==> src/rtl/key_entry_buffer_pkg.sv <==
// key_entry_buffer_pkg: key codes, FSM states and key classification shared by the entry buffer
package key_entry_buffer_pkg;
  localparam logic [4:0] KEY_HASH      = 5'h0E;
  localparam logic [4:0] KEY_STAR      = 5'h0F;
  localparam logic [4:0] KEY_NONE      = 5'd16;
  localparam logic [4:0] KEY_BAD       = 5'd17;
  localparam logic [4:0] KEY_LETTER_LO = 5'h0A;
  localparam logic [4:0] KEY_LETTER_HI = 5'h0D;
  typedef enum logic [1:0] {ST_EMPTY, ST_EDIT, ST_HOLD} state_t;
  typedef enum logic [1:0] {KC_DIGIT, KC_BACK, KC_CLEAR, KC_IGNORE} key_class_t;
  function automatic key_class_t classify(input logic [4:0] k);
    return ((k >= KEY_LETTER_LO && k <= KEY_LETTER_HI) || k == KEY_NONE || k == KEY_BAD) ? KC_IGNORE :
           k == KEY_STAR ? KC_BACK :
           k == KEY_HASH ? KC_CLEAR :
           k <= 5'd9     ? KC_DIGIT : KC_IGNORE;
  endfunction
endpackage

==> src/rtl/key_entry_buffer_edge_detect.sv <==
// edge_detect: single-bit rising-edge detector; RST_VAL=1 suppresses a level already high at reset
module edge_detect #(
  parameter logic RST_VAL = 1'b0
) (
  input  logic clk,
  input  logic rst,
  input  logic d,
  output logic rise
);
  logic prev_q, prev_d;
  always_comb prev_d = d;
  always_ff @(posedge clk) prev_q <= rst ? RST_VAL : prev_d;
  assign rise = d & ~prev_q;
endmodule

==> src/rtl/key_entry_buffer.sv <==
// key_entry_buffer: assembles keypad digits into a BCD entry and commits it via valid/ack
module key_entry_buffer
  import key_entry_buffer_pkg::*;
#(
  parameter int N_DIGITS = 4
) (
  input  logic                  clk,
  input  logic                  rst,
  input  logic [4:0]            digito,
  input  logic                  cambio_digito,
  input  logic                  enter_sync,
  input  logic                  value_ack,
  output logic [4*N_DIGITS-1:0] entry,
  output logic [3:0]            count,
  output logic [4*N_DIGITS-1:0] value,
  output logic                  value_valid,
  output logic                  overflow
);
  localparam int W = 4 * N_DIGITS;
  localparam logic [3:0] CNT_MAX = 4'(N_DIGITS);
  state_t state_q, state_d;
  key_class_t kc;
  logic [W-1:0] entry_q, entry_d, value_q, value_d;
  logic [3:0] count_q, count_d;
  logic valid_q, valid_d, ovf_q, ovf_d, key_ev, enter_ev;
  edge_detect #(.RST_VAL(1'b1)) u_key_ed (.clk(clk), .rst(rst), .d(cambio_digito), .rise(key_ev));
  edge_detect #(.RST_VAL(1'b1)) u_ent_ed (.clk(clk), .rst(rst), .d(enter_sync), .rise(enter_ev));
  always_comb begin
    state_d = state_q;
    entry_d = entry_q;
    count_d = count_q;
    value_d = value_q;
    valid_d = valid_q;
    ovf_d   = 1'b0;
    kc      = classify(digito);
    case (state_q)
      ST_EMPTY: if (key_ev && kc == KC_DIGIT) begin
        entry_d = W'(digito[3:0]);
        count_d = 4'd1;
        state_d = ST_EDIT;
      end
      ST_EDIT: if (enter_ev) begin
        value_d = entry_q;
        valid_d = 1'b1;
        entry_d = '0;
        count_d = '0;
        state_d = ST_HOLD;
      end else if (key_ev) begin
        case (kc)
          KC_DIGIT: if (count_q < CNT_MAX) begin
            entry_d = (entry_q << 4) | W'(digito[3:0]);
            count_d = count_q + 4'd1;
          end else ovf_d = 1'b1;
          KC_BACK: begin
            entry_d = entry_q >> 4;
            count_d = count_q - 4'd1;
            state_d = count_q == 4'd1 ? ST_EMPTY : ST_EDIT;
          end
          KC_CLEAR: begin
            entry_d = '0;
            count_d = '0;
            state_d = ST_EMPTY;
          end
          default: ;
        endcase
      end
      ST_HOLD: if (value_ack) begin
        valid_d = 1'b0;
        state_d = ST_EMPTY;
      end
      default: state_d = ST_EMPTY;
    endcase
  end
  always_ff @(posedge clk) begin
    if (rst) begin
      state_q <= ST_EMPTY;
      entry_q <= '0;
      count_q <= '0;
      value_q <= '0;
      valid_q <= 1'b0;
      ovf_q   <= 1'b0;
    end else begin
      state_q <= state_d;
      entry_q <= entry_d;
      count_q <= count_d;
      value_q <= value_d;
      valid_q <= valid_d;
      ovf_q   <= ovf_d;
    end
  end
  assign entry       = entry_q;
  assign count       = count_q;
  assign value       = value_q;
  assign value_valid = valid_q;
  assign overflow    = ovf_q;
endmodule
==> config.mk <==
export PLATFORM = sky130hd
export DESIGN_NAME = key_entry_buffer
export DESIGN_NICKNAME = d
export VERILOG_FILES = /design/src/rtl/key_entry_buffer_pkg.sv /design/src/rtl/key_entry_buffer_edge_detect.sv /design/src/rtl/key_entry_buffer.sv
export SDC_FILE = /design/constraint.sdc
export NUM_CORES = 1
export LEC_CHECK = 0
export BUFFER_PORTS_ARGS = -buffer_cell sky130_fd_sc_hd__buf_2
export CORE_MARGIN = 2
export CORE_UTILIZATION = 40
export DETAILED_ROUTE_END_ITERATION = 10
export GPL_TIMING_DRIVEN = 0
export PLACE_DENSITY = 0.73
export SLEW_MARGIN = 20
export SYNTH_ARGS = -nofsm -noshare
export SYNTH_HDL_FRONTEND = slang
export SYNTH_SLANG_ARGS = --single-unit
==> constraint.sdc <==
create_clock -name clk -period 5.05 [get_ports clk]
set_input_delay 1.01 -clock clk [delete_from_list [all_inputs] [get_ports clk]]
set_output_delay 1.01 -clock clk [all_outputs]
set_load 0.05 [all_outputs]
# Word-level counts from Yosys, hierarchy flattened
# Index checks and enable logic that the tools add are counted.
[classes]
addsub = 2
n_lt_le_gt_ge = 4
n_reduce_logical = 13
n_mux = 27
bitwise = 8
n_eq_ne = 16
[op_table]
columns = ["cell", "n"]
rows = [
  ["$mux 16", 4],
  ["$pmux 16 s3", 1],
  ["$pmux 16 s2", 1],
  ["$mux 2", 8],
  ["$mux 4", 4],
  ["$or 16x4->16", 1],
  ["$pmux 4 s3", 1],
  ["$eq 5x4->1 const B", 2],
  ["$eq 5x5->1 const B", 2],
  ["$le 5x4->1 const B", 2],
  ["$pmux 4 s2", 1],
  ["$ne 2x2->1 const B", 3],
  ["$pmux 2 s3", 1],
  ["$ge 5x4->1 const B", 1],
  ["$ne 5x3->1 const B", 1],
  ["$not 1->1", 5],
  ["$reduce_and 5->1", 1],
  ["$reduce_or 5->1", 1],
  ["$add 4x1->4 const B", 1],
  ["$eq 2x1->1 const B", 2],
  ["$eq 2x2->1 const B", 2],
  ["$eq 4x1->1 const B", 1],
  ["$logic_not 2->1", 2],
  ["$lt 4x3->1 const B", 1],
  ["other kinds (14)", 21],
]
[word_totals]
inputBits = 10
ff_bits = 42

# Logic depth before layout (Yosys ltp)
# Gate-level depths: netlist of the first run.
[depth]
depth_word = 10
ltp_mapped = 8
mapped_depth_nobuf = 6

# Modules after synthesis
# A second synthesis of the first run with hierarchy kept.
[hier_totals]
cells_unflattened = 255
area_unflattened_um2 = 1904.3
[modules_own_cells]
columns = ["mod", "area_per_inst_um2", "cells_per_inst", "seq_area_each_um2", "instances"]
rows = [
  ["key_entry_buffer", 1839.3, 249, 800.8, 1],
  ["edge_detect", 32.5, 3, 20.0, 2],
]

# Worst setup path before layout of the first run
# Ideal clock, no wire load.
[synth_path]
path_kind = "input to register"
start = "input digito[1]"
end = "register entry_q[1], in the netlist entry[1]"
setup_ps = 132
required_ps = 4918
path_stages = 7
setup_slack_ps = 2612
t_arrival_ps = 2306
path_buffers = 2
path_cell_list = "o21a_1 > a2111o_1 > a22o_1 > buf_6 > buf_6 > a221oi_2 > nor3_2"
[synth_via]
elab_chain_cells = 10
[synth_rtl]
columns = ["element", "line_no", "rtl"]
rows = [
  ["start, declared", "key_entry_buffer.sv:9", "input logic [4:0] digito,"],
  ["$le 5x4->1 (tied with other cells)", "key_entry_buffer_pkg.sv:15", "k <= 5'd9 ? KC_DIGIT : KC_IGNORE;"],
  ["$mux 2 or $logic_and 1x1->1 (tied branches)", "key_entry_buffer_pkg.sv:15, key_entry_buffer_pkg.sv:12", ""],
  ["$mux 2 or $logic_or 1x1->1 (tied branches)", "key_entry_buffer_pkg.sv:14, key_entry_buffer_pkg.sv:12", ""],
  ["$mux 2 or $logic_or 1x1->1 (tied branches)", "key_entry_buffer_pkg.sv:13, key_entry_buffer_pkg.sv:12", ""],
  ["$mux 2", "key_entry_buffer_pkg.sv:12", "return ((k >= KEY_LETTER_LO && k <= KEY_LETTER_HI) || k == KEY_NONE || k == KEY_BAD) ? KC_IGNORE :"],
  ["$eq 2x2->1 (tied with other cells)", "key_entry_buffer.sv:49", "case (kc)"],
  ["$pmux 16 s3", "key_entry_buffer.sv:49", ""],
  ["$mux 16", "key_entry_buffer.sv:48", "end else if (key_ev) begin"],
  ["$mux 16", "key_entry_buffer.sv:42", "ST_EDIT: if (enter_ev) begin"],
  ["$pmux 16 s2", "key_entry_buffer.sv:36", "case (state_q)"],
  ["end signal, assigned", "key_entry_buffer.sv:84", "entry_q <= entry_d;"],
  ["end, declared", "key_entry_buffer.sv:23", "logic [W-1:0] entry_q, entry_d, value_q, value_d;"],
]
# Parallel ways exist; a longest one is shown, timed or not. The select of a mux whose other input is x is not followed.
# A chain may end at the register's enable or synchronous reset.

# Final worst setup path of the first run
[layout_path]
start = "input digito[4]"
end = "register entry_q[1], in the netlist entry[1]"
[layout_via]
elab_chain_cells = 10
[layout_rtl]
columns = ["element", "line_no"]
rows = [
  ["$le 5x4->1 (tied with other cells)", "key_entry_buffer_pkg.sv:15"],
  ["$mux 2 or $logic_and 1x1->1 (tied branches)", "key_entry_buffer_pkg.sv:15, key_entry_buffer_pkg.sv:12"],
  ["$mux 2 or $logic_or 1x1->1 (tied branches)", "key_entry_buffer_pkg.sv:14, key_entry_buffer_pkg.sv:12"],
  ["$mux 2 or $logic_or 1x1->1 (tied branches)", "key_entry_buffer_pkg.sv:13, key_entry_buffer_pkg.sv:12"],
  ["$mux 2 (*)", "key_entry_buffer_pkg.sv:12"],
  ["$eq 2x2->1 (tied with other cells)", "key_entry_buffer.sv:49"],
  ["$pmux 16 s3", "key_entry_buffer.sv:49"],
  ["$mux 16", "key_entry_buffer.sv:48"],
  ["$mux 16", "key_entry_buffer.sv:42"],
  ["$pmux 16 s2", "key_entry_buffer.sv:36"],
]
# Mark *: on every way between the ends. The rest lies on a longest branch, timed or not. The select of a mux whose other input is x is not followed.

==> reports/summary.txt, run 1 <==
Status -> complete, no violations
Max-cap viol count -> 0
Vias -> 1874
Synthesized area -> 0.00193 mm²
Die Area -> 0.00540 mm²
R2r worst-path depth -> 8
Worst path bufs/invs -> 4
Fin nets -> 305
Post-layout util -> 49.6%
Synthesis-stage register bit count -> 42
Slew headroom -> 62.3%
Gr usage total -> 19.0%
Initial drt markers -> 93
# Post-CTS Setup Buffers -> 0
Final setup vio count -> 0
Share of cells above drive strength 1 -> 24.2%
Fillers -> 471
Congestion Overflow GR -> 0
I/O Buffers -> 47
DRT Pass-1 Iters -> 5
Vias per std cell -> 5.40
Syn_nets -> 251
Clock skew -> 0.00488 ns
Worst-path clk slew -> 0.07 ns
Area growth from synthesis to layout -> 20.4%
Worst path top cell family by delay -> buffers and inverters
Number of global-route vias before repair -> 1643
Worst R2R End -> entry[1]$_SDFFE_PP0P_
HPWL after DPL -> 3.55 mm
Starting Density -> 41.2%
Post-synth EDFFs -> 0
Lkg Pwr -> 1.02 nW
Worst r2r src -> state_q[1]$_SDFFE_PP0P_
Fmax -> 411 MHz
Actual slew at the worst max-slew pin -> 0.566 ns
CTS Sinks -> 42
Top_reg_cell synth -> dfxtp_1
Routability cong. -> 0.880
Insertion delay to the later sink of the worst-skew pair -> 0.30 ns
Syn Area/Cell -> 8.12 µm²
WP data required -> 5.22 ns
RSZ-0062 raised after global routing -> no
Arrival time at the worst endpoint -> 2.60 ns
Internal reg-to-reg setup slack -> 3.03 ns
Peak VDD IR -> 117 µV
Crit Path Max Fanout -> 10
CTS max path bufs -> 2
Antenna violations before repair -> 0
DRT antenna net count -> 0
CP max-delay cell -> clkbuf_1
Row count -> 25
Hold EP -> value[2]$_SDFFE_PP0P_
Sequential area share after synthesis -> 43.5%
Hold WC Path Type -> flip-flop to flip-flop
WHS -> 0.453 ns
I/O Pins -> 48
First-pass GRT wire length -> 7.82 mm
DRC errors left -> 0
Slew Viols, Final -> 0
CP most frequent cell -> buf_6
Total power -> 0.661 mW
Drt wl/cell -> 14.0 µm
Final Critical Period -> 2.43 ns
Setup_tns -> 0 ns
Hold Buf Count CTS -> 0
Core footprint -> 0.00469 mm²
DIE HEIGHT -> 73.5 µm
Startpoint Class -> input port
Post-synth ARST share -> 0%
TritonCTS buffer count -> 5
Final hold vios -> 0
Largest net degree at the start of global routing -> 13
Mapped Cells -> 238
Critical Path Max Stage Delay -> 0.26 ns
H-tree levels -> 2
Routed wire length -> 4.85 mm
Power Dens Cells -> 284 mW/mm²
Die W -> 73.5 µm
Root Buffer -> clkbuf_8
Element type at the critical path end -> flip-flop
Diode count -> 0
CTS tree -> done
Cts repair resizes -> 0
Final worst-path cycle share -> 48.2%
HP Start -> value[2]$_SDFFE_PP0P_
Crit path cell chain -> buf_2 -> and4b_1 -> clkbuf_1 -> o21ai_2 -> a22o_1 -> buf_6 -> buf_6 -> a221oi_2 -> nor3_2
Hold path depth -> 2
Synth warn -> 0
Critical path class -> input port to flip-flop
Post-synth cell types -> 40
-- worst max path at each step --
stage | slack [ns] | cells past startpoint | start | endpoint
floorplan | 2.61 | 7 | digito[1] | entry[1]$_SDFFE_PP0P_
global placement | 2.34 | 9 | digito[4] | entry[3]$_SDFFE_PP0P_
detailed placement | 2.33 | 9 | digito[4] | entry[1]$_SDFFE_PP0P_
CTS | 2.64 | 9 | digito[4] | entry[1]$_SDFFE_PP0P_
global route | 2.52 | 9 | digito[4] | entry[1]$_SDFFE_PP0P_
finish | 2.62 | 9 | digito[4] | entry[1]$_SDFFE_PP0P_
-- final cells by class --
class                      count  area [µm²]  share of cell area [%]
tap                           54        67.6                    2.90
buffer                        16        86.3                    3.71
clock buffer                   7        86.3                    3.71
multi-input combinational    175         986                    42.4
timing repair buffer          47         235                    10.1
inverter                       5        18.8                   0.807
clock inverter                 1        5.00                   0.215
sequential                    42         841                    36.1
-- cells by family (layout without fill, tap and decap cells) --
logic type	after synthesis	count (layout)	synth area share [%]
AND/OR/NAND/NOR	111	111	27.3
flip-flops	42	42	43.5
adder cells (fa/ha/maj)	3	3	1.94
buffers and inverters	21	76	5.44
AO/OA/AOI/OAI	61	61	21.8
-- metal layers --
layer / track usage [%] / part of all wire, %
met5: 0 / 0
met4: 8.28 / 1.8
met3: 3.84 / 5.5
met2: 28.7 / 44
met1: 26.0 / 48
-- state kept, by name (all words and copies together), names as in the netlist --
register,cells
value,16
value_valid,1
entry,16
state_q,2
u_key_ed.prev_q,1
count,4
u_ent_ed.prev_q,1
overflow,1
-- cell usage after synthesis, types with 2 or more instances --
| master | count | area, µm² |
|---|---|---|
| a21oi_1 | 32 | 160 |
| a221oi_2 | 3 | 45.0 |
| a31o_1 | 8 | 70.1 |
| and3_1 | 8 | 50.1 |
| buf_2 | 3 | 15.0 |
| buf_6 | 3 | 33.8 |
| clkbuf_1 | 9 | 33.8 |
| dfxtp_1 | 42 | 841 |
| ha_1 | 3 | 37.5 |
| inv_1 | 5 | 18.8 |
| nand2_1 | 50 | 188 |
| nand2b_1 | 3 | 18.8 |
| nand3_1 | 14 | 70.1 |
| nor2_1 | 12 | 45.0 |
| nor2b_1 | 2 | 12.5 |
| nor3_1 | 11 | 55.1 |
| nor3_2 | 3 | 30.0 |
| o21ai_0 | 4 | 20.0 |
| or2_2 | 2 | 12.5 |
-- per-stage QoR --
stage                     setup slack (ns)  cell area, µm²  cells
final                                 2.62            2330    347
after global routing                  2.52            2330    347
after CTS                             2.64            2330    347
after detailed placement              2.33            2230    339
after global placement                2.34            2230    339
after floorplan                       2.61            1930    238
-- placed cells by master, fill, tap and decap left out, drive strengths merged, types with 5 or more instances in the layout --
master and instances:
o21ai 5, a31o 9, nor2 12, clkbuf 16, buf 54, inv 5
a21oi 32, nand2 50, dfxtp 42, nand3 14, nor3 14, and3 8
-- tightest hold or removal path, delay by kind of cell (launching register included) --
| family | cells | cell delay [ns] |
|---|---|---|
| flops | 1 | 0.31 |
| simple gates | 1 | 0.05 |
| compound gates | 1 | 0.05 |
-- where the power goes --
group | internal [mW] | total (mW) | switching, mW
clock | 0.110 | 0.227 | 0.116
sequential | 0.337 | 0.344 | 0.00736
combinational | 0.0273 | 0.0896 | 0.0623
total | 0.475 | 0.661 | 0.186
(Power assumes the default switching activity.)
==> run 2: changes to the inputs <==
- PLACE_DENSITY: 0.73 -> 0.75
- clock period: 5.05 -> 1.97 ns (I/O delays scaled with it)
==> run 2 against run 1 <==
Against the previous run: register-to-register slack got worse by 2.9 ns; total power rose to 2.7 times the previous value; critical path depth fell by 2; flip-flop and latch count did not move; hold slack got worse by 0.14 ns; clock power rose to 3.0 times the previous value; highest routed layer unchanged; non-clock buffer count did not move; clock skew rose by 0.0028 ns; clock-buffer cell count fell by 1; sequential power rose to 2.6 times the previous value; critical endpoint is now entry[3]$_SDFFE_PP0P_; critical path type is now flip-flop to flip-flop; design area rose by 0.91%.
==> reports/summary.txt, run 2 (synthesis results as in run 1) <==
# Post-CTS Setup Buffers -> 0
H-tree levels -> 2
Root Buffer -> clkbuf_8
Setup_tns -> 0 ns
Antenna violations before repair -> 0
Worst setup margin -> 0.0973 ns
Most frequent cells in the layout -> 50 x buf_2, 50 x nand2_1, 42 x dfxtp_1
R2r worst-path depth -> 7
Element type at the critical path end -> flip-flop
Area growth from synthesis to layout -> 21.5%
Dpl cells -> 339
Actual slew at the worst max-slew pin -> 0.566 ns
Core footprint -> 0.00469 mm²
Share of cells above drive strength 1 -> 24.6%
Worst-path clk slew -> 0.08 ns
TritonCTS buffer count -> 5
RSZ-0062 raised after global routing -> no
Fin nets -> 305
Number of global-route vias before repair -> 1628
Hold WC Path Type -> input port to flip-flop
Area of the multi-input gates -> 988 µm²
Drt wl/cell -> 13.8 µm
Status -> complete, no violations
HP Start -> enter_sync
Fillers -> 474
DP Worst Slack -> -0.126 ns
Internal reg-to-reg setup slack -> 0.1 ns
Final setup vio count -> 0
Hold EP -> u_ent_ed.prev_q$_SDFF_PP1_
Hold path depth -> 2
WP data required -> 2.14 ns
Vias per std cell -> 5.39
Largest net degree at the start of global routing -> 14
Slew headroom -> 62.2%
Die W -> 73.5 µm
CTS Sinks -> 42
Diode count -> 0
Gr usage total -> 18.4%
DRT Pass-1 Iters -> 4
I/O Buffers -> 47
Final hold vios -> 0
Final Critical Period -> 1.87 ns
Critical path class -> flip-flop to flip-flop
HPWL after DPL -> 3.57 mm
CTS tree -> done
Slew Viols, Final -> 0
Crit Path Max Fanout -> 10
Fmax -> 534 MHz
Row count -> 25
Vias -> 1869
Power Dens Cells -> 760 mW/mm²
DRC errors left -> 0
I/O Pins -> 48
Worst R2R End -> entry[3]$_SDFFE_PP0P_
Die Area -> 0.00540 mm²
Startpoint Class -> flip-flop
Arrival time at the worst endpoint -> 2.04 ns
Final worst-path cycle share -> 95.1%
Post-layout util -> 50.0%
Insertion delay to the later sink of the worst-skew pair -> 0.30 ns
Routed wire length -> 4.80 mm
Clock skew -> 0.00763 ns
Max-cap viol count -> 0
DIE HEIGHT -> 73.5 µm
Register area -> 841 µm²
First-pass GRT wire length -> 7.70 mm
Peak VDD IR -> 369 µV
Initial drt markers -> 86
DRT antenna net count -> 0
Routability cong. -> 0.894
CTS max path bufs -> 2
Non-filler instance count after layout -> 347
Starting Density -> 41.2%
Congestion Overflow GR -> 0
Worst r2r src -> u_key_ed.prev_q$_SDFF_PP1_
Lkg Pwr -> 1.02 nW
[run 2: timing repair]
action                     4_1_cts  5_1_grt
gates resized for setup          1        0
hold buffers                     0        0
setup endpoints to repair        3        0
[run 2: power breakdown]
group          switching [mW]  internal, mW  total, mW  leakage [nW]
Combinational           0.158        0.0708      0.229         0.629
Sequential             0.0188         0.864      0.883         0.339
Clock                   0.293         0.378      0.672        0.0514
[run 2: routing by layer]
metal | track usage, % | up-vias | share of wire (%)
li1 | - | 951 | -
met1 | 24.7 | 855 | 48
met2 | 29.3 | 58 | 44
met3 | 4.94 | 5 | 6.1
met4 | 4.85 | 0 | 1.0
met5 | 0 | - | 0
[run 2: cell type report]
cell class / instances / area share (%)
multi-input cells: 175 / 42.1
flip-flops and latches: 42 / 35.8
repair buffers: 47 / 10.0
plain buffers: 16 / 3.68
clock buffers: 6 / 3.09
well taps: 54 / 2.88
clock inverters: 2 / 1.60
inverters: 5 / 0.800
[run 2: critical path: stages (launching register included)]
cell      delay (ns)
dfxtp_1         0.31
nand2b_1        0.19
a2111o_1        0.46
a22o_1          0.22
buf_6           0.14
buf_6           0.14
a221oi_2        0.21
nor3_2          0.06
[run 2: how the worst max path moves through the flow]
| stage | start | to | slack (ns) | cells after the start |
|---|---|---|---|---|
| 6_report | u_key_ed.prev_q$_SDFF_PP1_ | entry[3]$_SDFFE_PP0P_ | 0.1 | 7 |
| 4_1_cts | u_key_ed.prev_q$_SDFF_PP1_ | entry[3]$_SDFFE_PP0P_ | 0.10 | 7 |
| 3_5_place_dp | digito[4] | entry[3]$_SDFFE_PP0P_ | -0.13 | 9 |
| 2_1_floorplan | count[2]$_SDFFE_PP0P_ | entry[0]$_SDFFE_PP0P_ | 0.06 | 7 |
| 5_1_grt | u_key_ed.prev_q$_SDFF_PP1_ | entry[3]$_SDFFE_PP0P_ | 0.007 | 7 |
| 3_3_place_gp | digito[4] | entry[3]$_SDFFE_PP0P_ | -0.11 | 9 |
[run 2: through the flow]
step / power, mW / hold slack (ns) / cell area [µm²]
3_3_place_gp: 1.13 / 0.439 / 2230
3_5_place_dp: 1.13 / 0.444 / 2230
5_1_grt: 1.85 / 0.324 / 2350
2_1_floorplan: 1.06 / 0.496 / 1930
4_1_cts: 1.79 / 0.311 / 2350
6_report: 1.78 / 0.317 / 2350
